## src/rtl/hazard3_reset_ctrl_pkg.sv

```systemverilog
// Shared types for the Hazard3 per-hart reset controller: hart FSM encoding
// and the pulse-counter width derivation.
package hazard3_reset_ctrl_pkg;

  typedef enum logic [1:0] {
    ST_RUN  = 2'd0,
    ST_HOLD = 2'd1,
    ST_SYNC = 2'd2
  } hart_state_e;

  // A MIN_PULSE of 1 still needs a 1-bit counter.
  function automatic int cnt_width(input int min_pulse);
    return (min_pulse > 1) ? $clog2(min_pulse) : 1;
  endfunction

endpackage

```

## src/rtl/hazard3_reset_ctrl_hart.sv

```systemverilog
// One hart's reset sequencer: minimum-width hold, synchronised release and a
// done flag that can only rise once this hart's current reset has released.
module hazard3_reset_ctrl_hart
  import hazard3_reset_ctrl_pkg::*;
#(
  parameter int MIN_PULSE   = 16,
  parameter int SYNC_STAGES = 2,
  parameter int W_CNT       = cnt_width(MIN_PULSE)
) (
  input  logic clk,
  input  logic rst,
  input  logic req,
  output logic rst_n,
  output logic done
);

  localparam logic [W_CNT-1:0] CNT_RELOAD = W_CNT'(MIN_PULSE - 1);

  hart_state_e            state_q, state_d;
  logic [W_CNT-1:0]       cnt_q, cnt_d;
  logic [SYNC_STAGES-1:0] chain_q, chain_d;
  logic                   done_q, done_d;
  logic [SYNC_STAGES:0]   chain_shift;

  always_ff @(posedge clk or posedge rst) begin
    if (rst) begin
      state_q <= ST_HOLD;
      cnt_q   <= CNT_RELOAD;
      chain_q <= '0;
      done_q  <= 1'b0;
    end else begin
      state_q <= state_d;
      cnt_q   <= cnt_d;
      chain_q <= chain_d;
      done_q  <= done_d;
    end
  end

  always_comb begin
    state_d     = state_q;
    cnt_d       = cnt_q;
    chain_d     = chain_q;
    done_d      = done_q;
    chain_shift = {chain_q, 1'b1};

    case (state_q)
      ST_RUN: begin
        if (req) begin
          state_d = ST_HOLD;
          cnt_d   = CNT_RELOAD;
          chain_d = '0;
          done_d  = 1'b0;
        end else begin
          done_d = 1'b1;
        end
      end

      // A request still high once the count expires stretches the reset.
      ST_HOLD: begin
        if (cnt_q != '0) begin
          cnt_d = cnt_q - 1'b1;
        end else if (!req) begin
          state_d = ST_SYNC;
        end
      end

      // A re-request restarts the whole minimum pulse; done stays low.
      ST_SYNC: begin
        if (req) begin
          state_d = ST_HOLD;
          cnt_d   = CNT_RELOAD;
          chain_d = '0;
          done_d  = 1'b0;
        end else begin
          chain_d = chain_shift[SYNC_STAGES-1:0];
          if (chain_shift[SYNC_STAGES-1]) begin
            state_d = ST_RUN;
            done_d  = 1'b1;
          end
        end
      end

      default: begin
        state_d = ST_HOLD;
        cnt_d   = CNT_RELOAD;
        chain_d = '0;
        done_d  = 1'b0;
      end
    endcase
  end

  assign rst_n = chain_q[SYNC_STAGES-1];
  assign done  = done_q;

endmodule

```

## src/rtl/hazard3_reset_ctrl.sv

```systemverilog
// Multi-hart reset controller between hazard3_dm and the CPU instances:
// merges system and per-hart DM requests and sequences each hart's reset.
module hazard3_reset_ctrl
  import hazard3_reset_ctrl_pkg::*;
#(
  parameter int N_HARTS     = 1,
  parameter int MIN_PULSE   = 16,
  parameter int SYNC_STAGES = 2
) (
  input  logic               clk,
  input  logic               rst,
  input  logic               sys_reset_req,
  input  logic [N_HARTS-1:0] hart_reset_req,
  output logic               sys_reset_done,
  output logic [N_HARTS-1:0] hart_reset_done,
  output logic [N_HARTS-1:0] rst_n_hart
);

  localparam int W_CNT = cnt_width(MIN_PULSE);

  logic [N_HARTS-1:0] req;

  assign req = hart_reset_req | {N_HARTS{sys_reset_req}};

  for (genvar i = 0; i < N_HARTS; i++) begin : g_hart
    hazard3_reset_ctrl_hart #(
      .MIN_PULSE   (MIN_PULSE),
      .SYNC_STAGES (SYNC_STAGES),
      .W_CNT       (W_CNT)
    ) u_hart (
      .clk   (clk),
      .rst   (rst),
      .req   (req[i]),
      .rst_n (rst_n_hart[i]),
      .done  (hart_reset_done[i])
    );
  end

  assign sys_reset_done = &hart_reset_done;

endmodule

```

## config.mk

```make
export PLATFORM = sky130hd
export DESIGN_NAME = hazard3_reset_ctrl
export DESIGN_NICKNAME = d
export VERILOG_FILES = /design/src/rtl/hazard3_reset_ctrl_pkg.sv /design/src/rtl/hazard3_reset_ctrl_hart.sv /design/src/rtl/hazard3_reset_ctrl.sv
export SDC_FILE = /design/constraint.sdc
export NUM_CORES = 1
export LEC_CHECK = 0
export ABC_AREA = 1
export BUFFER_PORTS_ARGS = -buffer_cell sky130_fd_sc_hd__buf_2
export CAP_MARGIN = 40
export CORE_AREA = 2 2 39 41
export DETAILED_ROUTE_END_ITERATION = 12
export DIE_AREA = 0 0 41 43
export PLACE_DENSITY = 0.63
export SETUP_SLACK_MARGIN = 0.15
export SYNTH_ARGS = -nofsm -noshare
export SYNTH_HDL_FRONTEND = slang
export SYNTH_SLANG_ARGS = --single-unit
```

## constraint.sdc

```tcl
create_clock -name clk -period 1.35 [get_ports clk]
set_input_delay 0.135 -clock clk [delete_from_list [all_inputs] [get_ports clk]]
set_output_delay 0.135 -clock clk [all_outputs]
set_load 0.02 [all_outputs]
```

==> impl_metrics.env <==
export IMPL_drt_iter0_drc=10
export IMPL_clockRootBuffer="clkbuf_4"
export IMPL_dpl_cell_count=89
export IMPL_ant_nets=0
export IMPL_insertion_delay_ns=0.26
export IMPL_cp_required_ns=1.55
export IMPL_crit_chain="inv_2 > ha_4 > or2_1 > nand3_1 > nand2_1 > nand2_1"
export IMPL_grt_total_usage_pct=14.76
export IMPL_synth_edf_count=0
export IMPL_drv_cap=0
export IMPL_gp_congestion=0.7166
export IMPL_max_freq_mhz=845.6
export IMPL_setup_slack_ns=0.1675
export IMPL_synth_async_reset_ratio_pct=100.0
export IMPL_clk_path_buf_depth=2
export IMPL_switchingPower_mw=0.5004
export IMPL_slew_violations=0
export IMPL_synthFlopType="dfstp_2"
export IMPL_die_w_um=41
export IMPL_hp_class="in2reg"
export IMPL_netSwitchingFraction_pct=39.78
export IMPL_pwr_share_clk_pct=16.4
export IMPL_skew_ns=0.002975
export IMPL_overflow=0
export IMPL_rows=14
export IMPL_avgSynthCellArea_sq_um=7.305
export IMPL_p_seq_share_pct=38.8
export IMPL_syn_num_nets=73
export IMPL_p_per_area_nw_per_um2=1908
export IMPL_multiInputGateArea_sq_um=255.2
export IMPL_dp_hpwl_um=686.5
export IMPL_ys_seq_area_share_pct=46.60
export IMPL_crit_slowest_cell="dfstp_2"
export IMPL_grt_first_pass_wirelength_mm=1.683
export IMPL_ys_top_cells_by_count="nand2_1 (27), inv_1 (11), dfstp_2 (5), nand3_1 (5)"
export IMPL_cp_top_family="flip-flops"
export IMPL_clk_pin_slew_ns=0.06
export IMPL_htree_levels=1
export IMPL_cp_common_cell="nand2_1"
export IMPL_hold_path_depth=4
export IMPL_min_delay_start="hart_reset_req"
export IMPL_cts_tree="built"
export IMPL_cp_start_kind="flop"
export IMPL_netlist_area_leader_share_pct=26.45
export IMPL_port_buffers=6
export IMPL_cts_inserted_buffers=3
export IMPL_r2r_start="g_hart[0].u_hart.cnt_q[0]"
export IMPL_start_util_pct=35.90
export IMPL_rsz0062_at_grt="true"
export IMPL_r2r_cells=6
export IMPL_holdPathEnd="g_hart[0].u_hart.chain_q[0]"
export IMPL_clock_sinks=9
export IMPL_ff_latch_area_sq_um=231.5
export IMPL_tightest_slew_ns=0.3604
export IMPL_fin_crit_sh_pct=87.60
export IMPL_r2r_slack_ns=0.17
export IMPL_grt_pass1_vias=414
export IMPL_n_antenna_cell=0
export IMPL_ys_ff_latch=9
export IMPL_fin_crit_ns=1.183
export IMPL_hold_ws_ns=0.1796
export IMPL_num_io_pins=7
export IMPL_yosys_warnings=0
export IMPL_critPathArrivalTime_ns=1.38
export IMPL_finalNonFillerCells=99
export IMPL_setup_viol=0
export IMPL_worstSetupEndpointType="flop"
export IMPL_place_ws_ns=0.05470
export IMPL_wl_mm=1.001
export IMPL_drive_gt1_share_pct=36.14
export IMPL_ys_types=15
export IMPL_grt_max_degree=10
export IMPL_crit_buf_inv=1
export IMPL_die_area_sq_um=1763
export IMPL_fp_dieH_um=43
export IMPL_hold_viol=0
export IMPL_worstReg2RegEnd="g_hart[0].u_hart.cnt_q[2]"
export IMPL_finalSetupTns_ns=0
export IMPL_core_area_sq_um=1384
export IMPL_crit_type="reg2reg"
export IMPL_drc=0
export IMPL_slew_headroom_pct=75.95
export IMPL_fin_nets=89
export IMPL_slowest_delay_ns=0.54
export IMPL_netlist_top_cells_area="dfstp_2 (26%), nand2_1 (20%), dfrtp_1 (20%), inv_1 (8.3%), nand3_1 (5.0%)"
export IMPL_postSynthCellCount=68
export IMPL_antenna_found_initial=0
export IMPL_vias=442
export IMPL_area_growth_pct=32.75
export IMPL_drt_pass1_iter_count=4
export IMPL_wl_per_cell_um=10.11
export IMPL_netlist_area_sq_um=496.7
export IMPL_synth_most_common_cell="nand2_1"
export IMPL_combPwrFrac_pct=44.8
export IMPL_status="complete, no violations"
export IMPL_p_leak_nw=0.3748
export IMPL_irDropWorstVdd_mv=0.7519
export IMPL_p_int_mw=0.7577
export IMPL_final_core_util_pct=47.65
export IMPL_nFillCells=135
export IMPL_cp_max_fo=3
export IMPL_synth_top_area_cell="dfstp_2"
export IMPL_vias_per_cell=4.465
-- per-stage QoR --
| step | total power [mW] | area (sq um) |
|---|---|---|
| 2_1_floorplan | 0.8171 | 501.7 |
| 6_report | 1.258 | 659.4 |
| 3_5_place_dp | 0.9046 | 544.3 |
| 4_1_cts | 1.235 | 638.1 |
| 3_3_place_gp | 0.9040 | 544.3 |
| 5_1_grt | 1.380 | 659.4 |
-- sequential cells by signal (all words and copies together), names as in the netlist --
signal	count
g_hart.u_hart.done	1
g_hart.u_hart.chain_q	2
g_hart.u_hart.state_q	2
g_hart.u_hart.cnt_q	4
-- cells by family (layout without fill, tap and decap cells) --
logic type      Yosys count  after routing  synth area share, %
buf+inv                  13             28                10.58
compound gates            5              5                5.794
simple gates             40             40                34.51
flops                     9              9                46.60
fa+ha+maj                 1              1                2.518
-- repair_timing --
action                                  in CTS  in global routing
pin swaps                                    6                  5
endpoints found under the setup margin       4                  4
endpoints found under the hold margin        4                  0
setup buffers                                4                  1
hold buffers                                 1                  0
resized for setup                            7                  3
-- layer usage --
layer / share of wire [%] / global-route usage (%) / vias to the layer above
met2: 48 / 21.25 / 8
li1: - / - / 235
met4: 0.60 / 10.00 / 0
met3: 3.8 / 3.141 / 2
met5: 0 / 0 / -
met1: 47 / 18.75 / 197
-- cell usage in the layout (no fill, tap or decap), drive strengths merged --
cell type,count
buf,11
clkbuf,4
dfrtp,4
dfstp,5
dlygate4sd3,1
ha,1
inv,12
nand2,28
nand3,5
nor2,6
o21ai,5
or2,1
-- worst max path at each step --
stage	cells past startpoint	start	to	slack (ns)
floorplan	7	g_hart[0].u_hart.cnt_q[0]	g_hart[0].u_hart.cnt_q[3]	0.15
global placement	7	g_hart[0].u_hart.cnt_q[0]	g_hart[0].u_hart.cnt_q[0]	0.07
detailed placement	7	g_hart[0].u_hart.cnt_q[0]	g_hart[0].u_hart.cnt_q[0]	0.05
CTS	6	g_hart[0].u_hart.cnt_q[0]	g_hart[0].u_hart.cnt_q[2]	0.16
global route	7	g_hart[0].u_hart.cnt_q[0]	g_hart[0].u_hart.cnt_q[1]	0.09
finish	6	g_hart[0].u_hart.cnt_q[0]	g_hart[0].u_hart.cnt_q[2]	0.17
-- cell type report --
type	instances	share of cell area [%]
timing repair buffer	12	12.33
clock buffer	4	3.985
multi-input combinational	46	38.71
inverter	12	6.831
tap	16	3.036
sequential	9	35.10
-- tightest hold or removal path, stage by stage --
cell and delay (ns):
buf_2 0.10, nor2_4 0.04, nand2_1 0.07, nand2_1 0.05
-- power by group through the flow --
stage,sequential [mW],combinational [mW],clock (mW)
finish,0.488,0.564,0.206
global route,0.502,0.643,0.235
CTS,0.485,0.532,0.219
detailed placement,0.490,0.414,0
global placement,0.487,0.417,0
floorplan,0.479,0.338,0
Note: power is estimated with default switching activity, not from simulation.
